<file path="config.mk">
export PLATFORM = sky130hd
export DESIGN_NAME = sync_fifo_param
export DESIGN_NICKNAME = d
export VERILOG_FILES = /design/src/rtl/sync_fifo_param.sv
export SDC_FILE = /design/constraint.sdc
export NUM_CORES = 1
export LEC_CHECK = 0
export CAP_MARGIN = 20
export CORE_UTILIZATION = 30
export CTS_BUF_LIST = sky130_fd_sc_hd__clkbuf_8
export DETAILED_ROUTE_END_ITERATION = 6
export GPL_TIMING_DRIVEN = 0
export PLACE_DENSITY = 0.55
export SKIP_CTS_REPAIR_TIMING = 1
export SYNTH_ARGS = -nofsm -noshare
export SYNTH_HDL_FRONTEND = slang
export SYNTH_SLANG_ARGS = --single-unit
</file>
<file path="constraint.sdc">
create_clock -name clk -period 6.7 [get_ports clk]
set_clock_uncertainty 0.15 [all_clocks]
set_input_delay 1.34 -clock clk [delete_from_list [all_inputs] [get_ports clk]]
set_output_delay 1.34 -clock clk [all_outputs]
set_load 0.01 [all_outputs]
</file>
<file path="src/rtl/sync_fifo_param.sv">
// Single-clock parametrised FIFO with programmable almost-full/almost-empty flags,
// fill level, synchronous flush and selectable standard / first-word-fall-through read.
module sync_fifo_param #(
    parameter int unsigned DATA_WIDTH          = 16,
    parameter int unsigned FIFO_DEPTH          = 32,
    parameter int unsigned ALMOST_FULL_THRESH  = 28,
    parameter int unsigned ALMOST_EMPTY_THRESH = 4,
    parameter bit          FWFT                = 1'b0,
    localparam int unsigned ADDR_SIZE          = $clog2(FIFO_DEPTH)
) (
    input  logic                  clk,
    input  logic                  reset_n,
    input  logic                  write_enable,
    input  logic [DATA_WIDTH-1:0] data_in,
    input  logic                  read_enable,
    input  logic                  flush,
    output logic [DATA_WIDTH-1:0] data_out,
    output logic                  data_valid,
    output logic                  fifo_full,
    output logic                  fifo_empty,
    output logic                  almost_full,
    output logic                  almost_empty,
    output logic [ADDR_SIZE:0]    fill_level,
    output logic                  fifo_overflow,
    output logic                  fifo_underflow
);

    localparam int unsigned CNT_W = ADDR_SIZE + 1;

    // Reject illegal configurations at elaboration.
    if ((FIFO_DEPTH < 4) || ((FIFO_DEPTH & (FIFO_DEPTH - 1)) != 0)) begin : g_bad_depth
        $error("sync_fifo_param: FIFO_DEPTH must be a power of two and at least 4");
    end
    if ((ALMOST_EMPTY_THRESH < 1) || (ALMOST_EMPTY_THRESH >= ALMOST_FULL_THRESH) ||
        (ALMOST_FULL_THRESH >= FIFO_DEPTH)) begin : g_bad_thresh
        $error("sync_fifo_param: need 1 <= ALMOST_EMPTY_THRESH < ALMOST_FULL_THRESH < FIFO_DEPTH");
    end

    logic [DATA_WIDTH-1:0] mem [FIFO_DEPTH];
    logic [ADDR_SIZE-1:0]  wr_ptr;
    logic [ADDR_SIZE-1:0]  rd_ptr;
    logic [CNT_W-1:0]      count;
    logic                  rd_ok;
    logic                  wr_ok;

    // Status flags are pure compares on count.
    assign fill_level   = count;
    assign fifo_full    = (count == CNT_W'(FIFO_DEPTH));
    assign fifo_empty   = (count == '0);
    assign almost_full  = (count >= CNT_W'(ALMOST_FULL_THRESH));
    assign almost_empty = (count <= CNT_W'(ALMOST_EMPTY_THRESH));

    // A full FIFO still accepts a write when a read frees a slot in the same cycle.
    assign rd_ok = read_enable & ~fifo_empty;
    assign wr_ok = write_enable & (~fifo_full | rd_ok);

    always_ff @(posedge clk) begin
        if (wr_ok && !flush) begin
            mem[wr_ptr] <= data_in;
        end
    end

    always_ff @(posedge clk or negedge reset_n) begin
        if (!reset_n) begin
            wr_ptr <= '0;
            rd_ptr <= '0;
            count  <= '0;
        end else if (flush) begin
            wr_ptr <= '0;
            rd_ptr <= '0;
            count  <= '0;
        end else begin
            if (wr_ok) begin
                wr_ptr <= wr_ptr + ADDR_SIZE'(1);
            end
            if (rd_ok) begin
                rd_ptr <= rd_ptr + ADDR_SIZE'(1);
            end
            if (wr_ok && !rd_ok) begin
                count <= count + CNT_W'(1);
            end else if (rd_ok && !wr_ok) begin
                count <= count - CNT_W'(1);
            end
        end
    end

    // Rejected-request pulses, suppressed during flush.
    always_ff @(posedge clk or negedge reset_n) begin
        if (!reset_n) begin
            fifo_overflow  <= 1'b0;
            fifo_underflow <= 1'b0;
        end else if (flush) begin
            fifo_overflow  <= 1'b0;
            fifo_underflow <= 1'b0;
        end else begin
            fifo_overflow  <= write_enable & ~wr_ok;
            fifo_underflow <= read_enable & ~rd_ok;
        end
    end

    if (FWFT) begin : g_fwft
        assign data_out   = mem[rd_ptr];
        assign data_valid = ~fifo_empty;
    end else begin : g_std
        logic [DATA_WIDTH-1:0] dout_q;
        logic                  dvalid_q;

        always_ff @(posedge clk or negedge reset_n) begin
            if (!reset_n) begin
                dout_q   <= '0;
                dvalid_q <= 1'b0;
            end else if (flush) begin
                dvalid_q <= 1'b0;
            end else if (rd_ok) begin
                dout_q   <= mem[rd_ptr];
                dvalid_q <= 1'b1;
            end else begin
                dvalid_q <= 1'b0;
            end
        end

        assign data_out   = dout_q;
        assign data_valid = dvalid_q;
    end

endmodule

</file>
==> impl_metrics.toml <==
[power_and_ir_drop]
peakVddDrop_v = 0.0001557
powerDensity_nw_per_um2 = 319.2
p_clk_share_pct = 32.1
netSwitchingFraction_pct = 26.68
comb_power_share_pct = 20.2
p_int_w = 0.006010
p_sw_w = 0.002187
seqPwrFrac_pct = 47.7
p_leak_nw = 8.104

[routing]
vias_per_cell = 4.763
drc = 0
num_vias = 10430
post_drt_wl_per_cell_um = 23.16
ant_nets = 0
routed_wl_um = 50710
drt_iter0_drc = 826
firstDrtPassIters = 5

[worst_setup_path]
crit_chain = "buf_2, or3_1, nor2_1, clkdlybuf4s50_1"
arrival_ns = 2.32
crit_fanout = 9
regToRegSetupSlack_ns = 3.46
critical_path_class = "reg2out"
cp.required_ns = 5.21
critPathSlowestCell = "clkdlybuf4s50_1"
r2r-end = "fill_level[5]"
reg2reg_from = "fill_level[0]"
reg2reg_depth = 10
worst-path-buf-inv = 2
worstSetupStartpointType = "register"
critPathMaxStageDelay_ns = 0.55
critPathCaptureType = "output port"
path_delay_family = "buffers and inverters"

[logic_synthesis]
synth_area_leaders = "edfxtp_1 (72%), mux4_2 (15%), dfrtp_1 (4.1%), mux2i_1 (1.5%), nor2_1 (1.5%)"
synth.cell_area_um2 = 21460
synth_edf_count = 512
netlist.area_leader.share_pct = 71.65
netlist_instances = 990
synth_fp_nets = 1021
yosysWarnings = 0
synth_cell_type_count = 51
synth-main-ff-cell = "edfxtp_1"
synth_top_area_cell = "edfxtp_1"
syn_area_per_cell_um2 = 21.67
synth_seq_area_share_pct = 75.73
async_flop_share_pct = 6.399
ys_seq_elements = 547

[timing]
clock.fmax_mhz = 262.7
setup_violations = 0
rsz0062_at_grt = "false"
finalCriticalPeriod_ns = 3.806
worst_slack_ns = 2.894
finalHoldViolCount = 0
layout_worst_path_cycle_share_pct = 56.81
slew_viol_final = 0
worst_pin_slew_ns = 0.9641
slew_headroom_pct = 35.72
finalSetupTns_ns = 0

[global_routing]
antenna_found_initial = 1
grt_pass1_wl_um = 74180
grt_pass1_vias = 10970
overflow = 0
grt_max_degree = 36
grtUsageTotal_pct = 14.06

[die]
die_w_um = 269.4
coreArea_um2 = 70390
rows = 97
die_h_um = 269.4
initial_core_util_pct = 30.48
ios = 50
dieArea_um2 = 72600

[finish]
final_cell_mix = "edfxtp_1 (512), mux4_2 (144), clkbuf_8 (94), nor2_1 (51), inv_1 (47)"
drive_above_1_share_pct = 29.41
fin_area_um2 = 25680
final_common_cell = "edfxtp_1"
layout.nets = 1207
instances_no_fill = 2190
filler_cell_count = 6526
area_growth_pct = 19.68

[clock_network]
cts_sinks = 547
clk_path_buf_depth = 3
clockRootBuffer = "clkbuf_8"
cts_inserted_buffers = 89
clk_pin_slew_ns = 0.06
htreeDepth = 3
cts_tree = "yes"
clkLatencyLatePin_ns = 0.64

[placement]
gp_congestion = 0.8347
port_buffers = 49
dp_slack_ns = 2.316
placedCellCount = 2024
dp_hpwl_um = 34130
placed_area_um2 = 24030

[hold_path]
hp-class = "reg2reg"
min-delay-start = "wr_ptr[0]"
hold_depth = 2
hold_end = "wr_ptr[0]"

[outcome]
status = "finished clean"

[flow_run]
maxCapViolCount = 0
-- cells in the mapped netlist (2+ instances only) --
library cell	number
nor2_1	83
dfrtp_1	35
a221oi_1	16
a21oi_1	3
or2_2	2
nand3_1	2
mux2i_1	32
ha_1	9
a21o_1	2
or3b_2	2
nand3b_1	3
a211oi_1	2
o21ai_0	2
nor3_1	3
clkbuf_1	14
edfxtp_1	512
o21a_1	2
xor2_1	8
buf_1	12
o31ai_1	3
nand2b_1	2
buf_4	4
inv_1	6
and3_1	2
nand2_1	14
or3_1	4
buf_6	6
mux4_2	144
nand4_1	5
buf_12	4
buf_2	14
a21boi_1	16
xnor2_1	4
-- worst max-delay path by stage --
| stage | from | endpoint | slack [ns] | cells past startpoint |
|---|---|---|---|---|
| finish | fill_level[0] | fifo_empty | 2.89 | 4 |
| floorplan | read_enable | fill_level[5] | 3.18 | 10 |
| detailed placement | flush | mem[30][0] | 2.32 | 7 |
| CTS | fill_level[0] | fifo_empty | 2.84 | 4 |
| global placement | flush | mem[16][10] | 1.69 | 6 |
| global route | fill_level[0] | fifo_empty | 2.80 | 4 |
-- worst min-delay path, delay by kind of cell, from the launching register on --
| family | cells | cell delay (ns) |
|---|---|---|
| flops | 1 | 0.43 |
| xor+xnor | 1 | 0.11 |
| simple gates | 1 | 0.08 |
-- through the flow --
step | util [%] | hold WS, ns | power [W]
floorplan | - | 0.4287 | 0.004998
global placement | 32.85 | 0.4706 | 0.005613
detailed placement | 34.13 | 0.4804 | 0.005656
CTS | 36.44 | 0.4957 | 0.008300
global route | 36.48 | 0.5310 | 0.008541
finish | 36.48 | 0.5065 | 0.008198
-- per-layer routing --
metal	vias to the layer above	global-route usage, %	routed length, um
met2	293	23.20	25060
met3	64	3.455	3072
met4	2	4.396	1048
li1	4510	-	-
met1	5561	18.24	21520
met5	-	0	8
-- logic make-up after synthesis --
group	share of synthesized area [%]
buffers and inverters	1.749
flip-flops	75.73
AO/OA/AOI/OAI	2.012
adder cells (fa/ha/maj)	0.6181
XOR/XNOR	0.4898
AND/OR/NAND/NOR	2.741
multiplexers	16.66
-- sequential cells by signal (all words and copies together), names as in the netlist --
register and cells:
fifo_overflow 1, wr_ptr 5, fifo_underflow 1, data_valid 1, rd_ptr 5, fill_level 6
data_out 16, mem 512
-- cell type report --
cell class	count	area, um2	share of cell area, %
inverters	6	22.52	0.08769
repair buffers	95	1341	5.223
diodes	2	5.005	0.01949
plain buffers	55	352.8	1.374
flip-flops and latches	547	16250	63.28
well taps	940	1176	4.580
multi-input cells	382	4912	19.13
clock inverters	69	327.8	1.276
clock buffers	94	1294	5.038
-- power groups by stage --
stage	combinational (W)	sequential, W	clock [W]
after floorplan	0.00102	0.00398	0
after global placement	0.00164	0.00398	0
after detailed placement	0.00168	0.00398	0
after CTS	0.00169	0.00390	0.00271
after global routing	0.00177	0.00391	0.00285
final	0.00165	0.00391	0.00264
(Power assumes the default switching activity.)
